==> config.mk <==
export PLATFORM = sky130hd
export DESIGN_NAME = arith_unit_seq
export DESIGN_NICKNAME = d
export VERILOG_FILES = /design/src/rtl/arith_unit_seq.sv
export SDC_FILE = /design/constraint.sdc
export NUM_CORES = 1
export LEC_CHECK = 0
export ABC_CLOCK_PERIOD_IN_PS = 11000
export BUFFER_PORTS_ARGS = -buffer_cell sky130_fd_sc_hd__clkbuf_2
export CAP_MARGIN = 20
export CORE_MARGIN = 2
export CORE_UTILIZATION = 40
export DETAILED_ROUTE_END_ITERATION = 8
export SETUP_SLACK_MARGIN = 0.05
export SYNTH_ARGS = -nofsm -noshare
export SYNTH_HDL_FRONTEND = slang
export SYNTH_SLANG_ARGS = --single-unit
==> constraint.sdc <==
create_clock -name clk -period 11 [get_ports clk]
set_input_delay 1.1 -clock clk [delete_from_list [all_inputs] [get_ports clk]]
set_output_delay 1.1 -clock clk [all_outputs]
set_load 0.05 [all_outputs]
==> src/rtl/arith_unit_seq.sv <==
// Sequential signed ADD/SUB/MUL unit with valid/ready on both sides.
// Add/sub resolve on the accept edge; multiply runs N shift-add iterations on magnitudes.
module arith_unit_seq #(
  parameter int N   = 8,
  parameter bit SAT = 1'b0
) (
  input  logic         clk,
  input  logic         reset,
  input  logic         in_valid,
  output logic         in_ready,
  input  logic [1:0]   op,
  input  logic [N-1:0] A,
  input  logic [N-1:0] B,
  output logic         out_valid,
  input  logic         out_ready,
  output logic [N-1:0] Result,
  output logic         OVR
);

  localparam int CW = $clog2(N + 1);
  localparam logic [N-1:0] MAX_P = {1'b0, {(N-1){1'b1}}};
  localparam logic [N-1:0] MIN_N = {1'b1, {(N-1){1'b0}}};

  typedef enum logic [1:0] {IDLE, MUL, DONE} state_t;

  state_t         state;
  logic [CW-1:0]  count;
  logic [N-1:0]   mplier;
  logic [2*N-1:0] mcand;
  logic [2*N-1:0] acc;
  logic           sign;

  // Handshake flags are gated by reset so they read low while reset is held
  // and come up in the very first cycle after it is released.
  assign in_ready  = (state == IDLE) && !reset;
  assign out_valid = (state == DONE) && !reset;

  logic         sub;
  logic [N-1:0] b_op;
  logic [N:0]   sum;
  logic         as_ovf;
  logic [N-1:0] as_res;

  assign sub    = op[0];
  assign b_op   = sub ? ~B : B;
  assign sum    = {1'b0, A} + {1'b0, b_op} + {{N{1'b0}}, sub};
  // carry into the MSB recovered from the MSB sum bit and its two inputs
  assign as_ovf = (A[N-1] ^ b_op[N-1] ^ sum[N-1]) ^ sum[N];
  assign as_res = (SAT && as_ovf) ? (A[N-1] ? MIN_N : MAX_P) : sum[N-1:0];

  logic [N-1:0]   mag_a;
  logic [N-1:0]   mag_b;
  logic [2*N-1:0] acc_next;
  logic [2*N-1:0] prod;
  logic           mul_ovf;
  logic [N-1:0]   mul_res;

  assign mag_a    = A[N-1] ? -A : A;
  assign mag_b    = B[N-1] ? -B : B;
  assign acc_next = mplier[0] ? acc + mcand : acc;
  assign prod     = sign ? -acc_next : acc_next;
  assign mul_ovf  = !((&prod[2*N-1:N-1]) || !(|prod[2*N-1:N-1]));
  assign mul_res  = (SAT && mul_ovf) ? (sign ? MIN_N : MAX_P) : prod[N-1:0];

  always_ff @(posedge clk) begin
    if (reset) begin
      state  <= IDLE;
      count  <= '0;
      mplier <= '0;
      mcand  <= '0;
      acc    <= '0;
      sign   <= 1'b0;
      Result <= '0;
      OVR    <= 1'b0;
    end else begin
      case (state)
        IDLE: begin
          if (in_valid) begin
            case (op)
              2'b00, 2'b01: begin
                Result <= as_res;
                OVR    <= as_ovf;
                state  <= DONE;
              end
              2'b10: begin
                mplier <= mag_b;
                mcand  <= {{N{1'b0}}, mag_a};
                acc    <= '0;
                sign   <= A[N-1] ^ B[N-1];
                count  <= CW'(N);
                state  <= MUL;
              end
              default: begin
                Result <= '0;
                OVR    <= 1'b1;
                state  <= DONE;
              end
            endcase
          end
        end
        MUL: begin
          acc    <= acc_next;
          mcand  <= {mcand[2*N-2:0], 1'b0};
          mplier <= mplier >> 1;
          count  <= count - CW'(1);
          // last iteration folds straight into the result so out_valid lands N+1 cycles after accept
          if (count == CW'(1)) begin
            Result <= mul_res;
            OVR    <= mul_ovf;
            state  <= DONE;
          end
        end
        DONE: begin
          if (out_ready) state <= IDLE;
        end
        default: state <= IDLE;
      endcase
    end
  end

endmodule

==> metrics.txt, run 1 <==
commonest non-fill, non-tap cell in the layout=nor2_1; area fraction of the dominant cell type after synthesis=0.256; ys flop type=dfxtp_1; die area=0.0118 mm^2; largest net degree at the start of global routing=60; # DRC=0; Total Power=0.000487 W; core area=0.0108 mm^2; EDFF count, synth=0; number of global-route vias before repair=3823; RSZ-0062 raised after global routing=no; pre-CTS WS=6.92 ns; Worst setup SP type=flip-flop; Static Leak=1.85 nW; CP most frequent cell=o31ai_1; initial cell density of the core=0.406; Crit path max-delay family=compound AO/OA/AOI/OAI gates; CP Buf/Inv Count=0; CTS Root Buffer Type=clkbuf_8; worst-margin pin slew=1.09 ns; Worst VDD drop=40.9 uV; most frequent cells in the layout=nor2_1 (80), dfxtp_1 (56), nand2_1 (48), a21oi_1 (45), clkbuf_2 (32); setup TNS=0 ns; final-report hold violation count=0; status=complete, no violations; Via density=5.67; critical path endpoint category=flip-flop; ys async rst share=0; crit path DAT=4.23 ns; clock sink total=56; # resized after CTS=0; Distinct cells, synth=66; global-route wire length before repair=19000 um; maximum clock frequency=0.249 GHz; global route total overflow=0; Hold Crit Class=reg2reg; H-tree levels=2; sequential element share of the synthesized area=0.256; Mapped Area=0.00439 mm^2; CP max FO=5; # port buffers=32; Iter 0 DRT Violations=221; Data required, critical path=11.22 ns; gate count of the mapped netlist=575; Routed Antenna Nets=0; Final WS setup=6.99 ns; total number of yosys warnings=0; share of cells above drive strength 1=0.106; Std-Cell Rows=38; clock slew at reported path FFs=0.10 ns; cts bufs inserted=5; Initial DRT Pass Iterations=4; final setup fails=0; clock skew=0.00681 ns; largest area contributor in the netlist=dfxtp_1; Total Routing Usage GR=0.201; initial antenna violation count=0; Die Y=109 um; GP Congestion=0.928; Setup CP Type=reg2reg; drt wl/cell=15.8 um; clk_lat worst skew=0.32 ns; Pwr Density=103 mW/mm^2; syn_nets=626; die width=109 um; synthesized area per cell=7.63 um^2; Layout Nets=635; setup bufs post-CTS=0; Max Cap Viol=0; Antenna diodes=0; crit share post-route=0.365; Ports=33; Final min period=4.01 ns; area delta synth->final=8.07%; worst-path cell chain=ha_1 > fa_1 > a21oi_2 > nor2_2 > nor3_2 > xnor2_1 > o31ai_1 > nand3_1 > o31ai_1 > xor2_1 > or4_1 > o41a_1 > a21o_1; Hold Buf Count CTS=0; Final Util=0.439; CTS tree=built; slew margin rel.=0.272; Critical-path top delay cell=o31ai_1; routed wire length=11500 um; Area contributors post-synth=dfxtp_1 (26%), ha_1 (7.7%), nor2_1 (6.9%); Max clock buf depth=2; routed vias=4110; placed wire-length estimate=8260 um; Slowest Stage Delay on Critical Path=0.53 ns; synthesis-stage register bit count=56; fin. max-slew vios=0
## layer usage
| layer | track usage | part of all wire |
|---|---|---|
| met5 | 0 | 0 |
| met4 | 0.0540 | 0.015 |
| met3 | 0.0299 | 0.034 |
| met2 | 0.322 | 0.46 |
| met1 | 0.281 | 0.50 |
## per-stage QoR
step	instances	instance area (um^2)	hold slack, ns
after floorplan	575	4390	0.432
after global placement	716	4610	0.438
after detailed placement	716	4610	0.444
after CTS	724	4720	0.461
after global routing	725	4740	0.498
final	725	4740	0.459
## logic make-up (layout without fill, tap and decap cells)
kind of cell             count (synthesis)  count (layout)  share of synthesized area
adder cells (fa/ha/maj)                 29              29                     0.0861
multiplexers                            10              10                     0.0248
buffers and inverters                   54              64                     0.0502
XOR/XNOR                                48              48                     0.0958
AO/OA/AOI/OAI                          165             165                      0.260
flip-flops                              56              56                      0.256
AND/OR/NAND/NOR                        213             213                      0.228
## sequential cells by signal, indices dropped and copies added (netlist names)
signal,cells
OVR,1
mplier,8
mcand,16
count,4
acc,16
Result,8
state,2
sign,1
## area by class of cell
type | count | area [um^2]
tap | 140 | 175
fill | 1109 | 6050
inverter | 19 | 71.3
clock buffer | 6 | 72.6
clock inverter | 2 | 35.0
sequential | 56 | 1120
timing repair buffer | 37 | 215
multi-input combinational | 465 | 3050
## Yosys cell counts (3+ instances only)
| master | number |
|---|---|
| dfxtp_1 | 56 |
| nor2b_1 | 7 |
| nand4_1 | 6 |
| nor4_1 | 4 |
| nand3_1 | 19 |
| a21o_1 | 9 |
| ha_1 | 27 |
| o21bai_1 | 8 |
| and2_1 | 4 |
| or4_1 | 3 |
| nand2b_1 | 4 |
| nor2_1 | 81 |
| a21oi_1 | 45 |
| a22oi_1 | 5 |
| o21ai_0 | 15 |
| mux2i_1 | 6 |
| and4_1 | 3 |
| a31oi_1 | 14 |
| mux2_2 | 3 |
| o31ai_1 | 7 |
| a211oi_1 | 22 |
| inv_1 | 18 |
| nor3b_1 | 4 |
| clkbuf_1 | 26 |
| buf_1 | 5 |
| o21a_1 | 3 |
| xnor2_1 | 18 |
| a311oi_1 | 3 |
| o211ai_1 | 9 |
| xor2_1 | 30 |
| nand2_1 | 48 |
| nor3_1 | 16 |
| or3_1 | 5 |
## worst paths after layout
path	startpoint	to	slack [ns]	cells after the start
worst min-delay path	mplier[4]	mplier[3]	0.46	2
worst max-delay path	mcand[0]	OVR	6.99	13
worst min register to register	mplier[4]	mplier[3]	0.46	2
worst max register to register	mcand[0]	OVR	6.99	13
## worst min-delay path: cells and delay by family (launching register included)
family             cells  cell delay, ns
and+or+nand+nor        1            0.05
AOI/OAI and AO/OA      1            0.05
DFF                    1            0.32
## report_power, final
group / total, W / internal (W) / leakage (nW) / switching (W)
sequential: 0.000220 / 0.000212 / 0.455 / 0.00000817
combinational: 0.000128 / 0.0000448 / 1.34 / 0.0000828
clock: 0.000139 / 0.0000678 / 0.0552 / 0.0000712
total: 0.000487 / 0.000325 / 1.85 / 0.000162
Note: power is estimated with default switching activity, not from simulation.
==> inputs of run 2 (changes only) <==
- ABC_CLOCK_PERIOD_IN_PS: 11000 -> 4000
- clock period: 11 -> 4 ns (I/O delays scaled with it)
==> run 2 against run 1 <==
Net effect: die area stayed put; worst hold slack lost 0.051 ns; clock power increased by 120%; sequential share of layout area is 0.12 points lower; routed wire length grew 0.77%; fmax is 6.3% higher; count of clock-buffer cells in the layout decreased by 1; first-iteration DRC count rose by 32%; clock skew down 0.0016 ns; sequential power rose to 2.8 times the previous value; highest routed layer unchanged; non-clock buffer count increased by 5.
==> metrics.txt, run 2 (synthesis gave the netlist of run 1 again) <==
Final min period=3.77 ns (was 4.01 ns); Max clock buf depth=2 (unchanged); RSZ-0062 raised after global routing=no (unchanged); GP Congestion=0.868 (was 0.928); status=complete, no violations (unchanged); CTS tree=built (unchanged); global-route wire length before repair=19400 um (was 19000 um); # DRC=0 (unchanged); # port buffers=32 (unchanged); Total Power=0.00127 W (was 0.000487 W); worst r2r src=mcand[0] (unchanged); global route total overflow=0 (unchanged); Worst VDD drop=119 uV (was 40.9 uV); Max Cap Viol=0 (unchanged); area delta synth->final=8.61% (was 8.07%); r2r worst-path depth=13 (unchanged); Largest regs=acc (16), mcand (16) (unchanged); crit share post-route=0.943 (was 0.365); r2r setup slk=0.23 ns (was 6.99 ns); flip-flop and latch area=0.00112 mm^2 (unchanged); CTS Root Buffer Type=clkbuf_8 (unchanged); Iter 0 DRT Violations=291 (was 221); area of the multi-input gates=0.00308 mm^2 (was 0.00305 mm^2); final setup fails=0 (unchanged); setup TNS=0 ns (unchanged); final-report hold violation count=0 (unchanged); commonest non-fill, non-tap cell in the layout=nor2_1 (unchanged); Die Y=109 um (unchanged); Routed Antenna Nets=0 (unchanged); slew margin rel.=0.328 (was 0.272); Via density=5.72 (was 5.67); H-tree levels=2 (unchanged); clk_lat worst skew=0.32 ns (about the same); Total Routing Usage GR=0.205 (was 0.201); drt wl/cell=15.9 um (was 15.8 um); fin. max-slew vios=0 (unchanged); clock slew at reported path FFs=0.10 ns (about the same); routed vias=4173 (was 4110); core area=0.0108 mm^2 (unchanged); clock sink total=56 (unchanged); Ports=33 (unchanged); Hold Buf Count CTS=0 (unchanged); die width=109 um (unchanged); Worst setup SP type=flip-flop (unchanged); most frequent cells in the layout=nor2_1 (80), dfxtp_1 (56), nand2_1 (48), a21oi_1 (45), clkbuf_2 (32) (unchanged); Pwr Density=267 mW/mm^2 (was 103 mW/mm^2); routed wire length=11600 um (was 11500 um); largest net degree at the start of global routing=51 (was 60); cts bufs inserted=5 (unchanged); initial cell density of the core=0.406 (unchanged); Static Leak=1.85 nW (about the same); Initial DRT Pass Iterations=4 (unchanged); clock skew=0.00518 ns (was 0.00681 ns); DP Cell Count=721 (was 716); worst hold path stage count=4 (was 2); Hold Crit Class=in2reg (was reg2reg); number of global-route vias before repair=4041 (was 3823); initial antenna violation count=0 (unchanged); r2r endpoint=OVR (unchanged); Setup CP Type=reg2reg (unchanged); CP max FO=5 (unchanged); Fillers=1119 (was 1109); crit path DAT=4.00 ns (was 4.23 ns); Data required, critical path=4.23 ns (was 11.22 ns); worst min-delay path startpoint=out_ready (was mplier[4]); Final Non-Filler Cells=729 (was 725); Std-Cell Rows=38 (unchanged); share of cells above drive strength 1=0.122 (was 0.106); worst-margin pin slew=1.01 ns (was 1.09 ns); critical path endpoint category=flip-flop (unchanged); placed wire-length estimate=8580 um (was 8260 um); maximum clock frequency=0.265 GHz (was 0.249 GHz); Hold Path End=state[1] (was mplier[3]); die area=0.0118 mm^2 (unchanged); Layout Nets=640 (was 635); Antenna diodes=0 (unchanged)
## run 2: per-layer routing
metal,routed length [um],vias to the layer above,GRT usage
li1,-,2108,-
met1,5700,1977,0.273
met2,5390,75,0.341
met3,363,13,0.0335
met4,125,0,0.0577
met5,0,-,0
## run 2: final cells by class
type | instances | share of cell area
Multi-Input combinational cell | 465 | 0.647
Sequential cell | 56 | 0.235
Timing Repair Buffer | 42 | 0.0494
Tap cell | 140 | 0.0368
Inverter | 19 | 0.0150
Clock buffer | 5 | 0.0144
Clock inverter | 2 | 0.00263
## run 2: how the worst max path moves through the flow
stage	startpoint	end	slack, ns	cells past startpoint
global route	mcand[0]	OVR	0.05	13
finish	mcand[0]	OVR	0.23	13
global placement	mcand[0]	OVR	0.21	12
CTS	mcand[0]	OVR	0.08	12
floorplan	mcand[0]	OVR	0.35	12
detailed placement	mcand[0]	OVR	0.10	12
## run 2: critical path, cell delays in order, from the launching register on
cell and delay [ns]:
dfxtp_1 0.34, ha_1 0.24, fa_2 0.37, a21oi_2 0.20
nor3_1 0.10, or4_1 0.53, a31oi_4 0.26, nor2b_2 0.20
a31oi_1 0.11, xor2_1 0.21, nand4_1 0.11, or4_1 0.44
o41a_1 0.42, a21o_1 0.15
## run 2: power breakdown
group / internal [W] / switching [W] / total [W]
clock: 0.000119 / 0.000192 / 0.000312
sequential: 0.000583 / 0.0000254 / 0.000608
combinational: 0.000124 / 0.000228 / 0.000352
## run 2: per-stage QoR
| stage | setup WS (ns) | area [um^2] | utilization | hold slack (ns) |
|---|---|---|---|---|
| after floorplan | 0.347 | 4390 | - | 0.432 |
| after global placement | 0.213 | 4650 | 0.430 | 0.446 |
| after detailed placement | 0.104 | 4650 | 0.430 | 0.448 |
| after CTS | 0.0793 | 4730 | 0.438 | 0.392 |
| after global routing | 0.0457 | 4760 | 0.441 | 0.416 |
| final | 0.228 | 4760 | 0.441 | 0.408 |
## run 2: what timing repair did
action / CTS / global route
gates resized for setup: 0 / 6
buffers inserted: 0 / 1
setup endpoints to repair: 0 / 1
endpoints found under the hold margin: 0 / 0
==> inputs of run 3 (changes only) <==
- ABC_AREA: default -> 1
- CAP_MARGIN: 20 -> default
==> run 3 against run 2 <==
Net effect: global-route usage up 1.1 points; final cell count up 30%; synthesized cell count up 37%; count of clock-buffer cells in the layout unchanged; sequential cell count unchanged; setup slack better by 0.96 ns; worst hold slack worse by 0.026 ns; register-to-register slack better by 0.96 ns; sequential share of layout area down 2.0 points; highest routed layer unchanged.
==> metrics.txt, run 3 <==
status=complete, no violations (unchanged); Via density=5.28 (was 5.72); Fillers=1219 (was 1119); synthesized area per cell=6.02 um^2 (was 7.63 um^2); Max Cap Viol=0 (unchanged); Int Pwr=0.00108 W (was 0.000827 W); clock share of power=0.365 (was 0.245); EDFF count, synth=0 (unchanged); Max clock buf depth=2 (unchanged); ys async rst share=0 (unchanged); Data required, critical path=4.24 ns (was 4.23 ns); GR Util met1=0.309 (was 0.273); Distinct cells, synth=40 (was 66); crit share post-route=0.703 (was 0.943); Iter 0 DRT Violations=284 (was 291); Layout Nets=857 (was 640); # resized after CTS=0 (unchanged); GP Congestion=0.885 (was 0.868); RSZ-0062 raised after global routing=no (unchanged); global-route wire length before repair=22400 um (was 19400 um); clk_lat worst skew=0.31 ns (was 0.32 ns); worst-margin pin slew=1.05 ns (was 1.01 ns); setup bufs post-CTS=0 (unchanged); total number of yosys warnings=0 (unchanged); drt wl/cell=14.0 um (was 15.9 um); synthesis-stage register bit count=56 (unchanged); Final WS setup=1.19 ns (was 0.228 ns); final setup fails=0 (unchanged); placed wire-length estimate=9890 um (was 8580 um); Area contributors post-synth=dfxtp_1 (24%), nand2_1 (20%), a21oi_1 (8.2%) (was dfxtp_1 (26%), ha_1 (7.7%), nor2_1 (6.9%)); GRT Max-Usage Layer=met2 (unchanged); slew margin rel.=0.298 (was 0.328); Ports=33 (unchanged); Initial DRT Pass Iterations=5 (was 4); share of cells above drive strength 1=0.112 (was 0.122); syn_nets=841 (was 626); number of global-route vias before repair=4658 (was 4041); area fraction of the dominant cell type after synthesis=0.236 (was 0.256); Die Y=113 um (was 109 um); Std-Cell Rows=39 (was 38); clock sink total=56 (unchanged); Worst setup SP type=flip-flop (unchanged); commonest non-fill, non-tap cell in the layout=nand2_1 (was nor2_1); GRT met2 Usage=0.340 (was 0.341); die area=0.0128 mm^2 (was 0.0118 mm^2); met3 usage=0.0279 (was 0.0335); largest area contributor in the netlist=dfxtp_1 (unchanged); clock skew=0.00704 ns (was 0.00518 ns); CTS tree=built (unchanged); routed vias=5014 (was 4173); Antenna diodes=0 (unchanged); gate count of the mapped netlist=790 (was 575); core area=0.0115 mm^2 (was 0.0108 mm^2); initial cell density of the core=0.413 (was 0.406); # DRC=0 (unchanged); most frequent cells in the layout=nand2_1 (247), inv_1 (88), a21oi_1 (78), nand3_1 (60), nor2_1 (57) (was nor2_1 (80), dfxtp_1 (56), nand2_1 (48), a21oi_1 (45), clkbuf_2 (32)); global route total overflow=0 (unchanged); fin. max-slew vios=0 (unchanged); final-report hold violation count=0 (unchanged); Largest regs=acc (16), mcand (16) (unchanged); sequential fraction of design power=0.372 (was 0.478); Pwr Density=313 mW/mm^2 (was 267 mW/mm^2); switching pwr=0.000548 W (was 0.000445 W); cts bufs inserted=5 (unchanged); Setup CP Type=reg2reg (unchanged); die width=113 um (was 109 um); clock slew at reported path FFs=0.08 ns (was 0.10 ns); switching share of power=0.336 (was 0.350); CP max FO=4 (was 5); Gate power share=0.263 (was 0.277); Routed Antenna Nets=0 (unchanged); CTS Root Buffer Type=clkbuf_16 (was clkbuf_8); Mapped Area=0.00475 mm^2 (was 0.00439 mm^2); sequential element share of the synthesized area=0.236 (was 0.256); initial antenna violation count=0 (unchanged); # port buffers=32 (unchanged); largest net degree at the start of global routing=47 (was 51); setup TNS=0 ns (unchanged); Hold Buf Count CTS=0 (unchanged); pre-CTS WS=1.22 ns (was 0.104 ns); Worst VDD drop=162 uV (was 119 uV); critical path endpoint category=flip-flop (unchanged); Static Leak=2.54 nW (was 1.85 nW); Final min period=2.81 ns (was 3.77 ns); maximum clock frequency=0.356 GHz (was 0.265 GHz); most numerous cell in the Yosys netlist=nand2_1 (was nor2_1); area delta synth->final=9.63% (was 8.61%); Total Routing Usage GR=0.215 (was 0.205); ys flop type=dfxtp_1 (unchanged); H-tree levels=2 (unchanged); crit path DAT=3.05 ns (was 4.00 ns); routed wire length=13300 um (was 11600 um); Hold Crit Class=in2reg (unchanged); Post-synth top cells=nand2_1 (247), inv_1 (88), a21oi_1 (78) (was nor2_1 (81), dfxtp_1 (56), nand2_1 (48))
==> run 3: cell count changes in the layout (fill, tap and decap cells not counted), moves of 12 or more <==
cell      before  now
a21oi_1       45   78
nand2_1       48  247
xnor2_1       18    3
o21ai_0       15   35
inv_1         18   88
xor2_1        30   13
nand3_1       19   60
nor2_1        80   57
a211oi_1      22    2
or2_2          0   12
==> run 3: layer usage <==
metal / part of all wire / up-vias
met1: 0.51 / 2260
li1: - / 2591
met4: 0.016 / 0
met3: 0.051 / 15
met2: 0.42 / 148
met5: 0 / -
==> run 3: final timing paths <==
path	cells after the start	to	slack, ns	from
worst max-delay path	16	OVR	1.19	mcand[0]
worst min-delay path	4	state[1]	0.38	out_ready
worst max register to register	16	OVR	1.19	mcand[0]
worst min register to register	2	count[1]	0.47	count[1]
==> run 3: cell families after synthesis <==
group           after synthesis  share of synthesized area
simple gates                422                      0.383
compound gates              144                      0.169
flops                        56                      0.236
buf+inv                     122                     0.0998
fa+ha+maj                    29                     0.0795
xor+xnor                     17                     0.0329
==> run 3: area by class of cell <==
type,instances,area (um^2),area share
repair buffers,36,190,0.0365
inverters,95,359,0.0689
multi-input cells,612,3170,0.608
clock inverters,3,68.8,0.0132
clock buffers,5,125,0.0240
flip-flops and latches,56,1120,0.215
well taps,143,179,0.0343
==> run 3: worst max-delay path, stage by stage, from the launching register on <==
cell and delay, ns:
dfxtp_1 0.33, ha_1 0.24, fa_1 0.50, o21ai_4 0.20, ha_1 0.21, nand2_1 0.08, nor2_2 0.14, inv_2 0.05
nor2_1 0.14, nand2_1 0.10, nand2_2 0.09, xor2_1 0.21, nor2_1 0.06, and2_1 0.15, nand3_2 0.07, nand3_2 0.06
a21oi_2 0.13
==> run 3: power groups by stage <==
stage | combinational, W | sequential [W] | clock [W]
after CTS | 0.000427 | 0.000606 | 0.000608
after global placement | 0.000419 | 0.000618 | 0
after global routing | 0.000480 | 0.000611 | 0.000625
after detailed placement | 0.000424 | 0.000619 | 0
final | 0.000429 | 0.000606 | 0.000595
after floorplan | 0.000288 | 0.000651 | 0
==> run 3: metrics by stage <==
stage | hold WS [ns] | instances | total power (W) | util | cell area [um^2]
floorplan | 0.441 | 790 | 0.000939 | - | 4750
global placement | 0.451 | 942 | 0.00104 | 0.436 | 5020
detailed placement | 0.457 | 942 | 0.00104 | 0.436 | 5020
CTS | 0.378 | 950 | 0.00164 | 0.453 | 5210
global route | 0.416 | 950 | 0.00171 | 0.453 | 5210
finish | 0.382 | 950 | 0.00163 | 0.453 | 5210
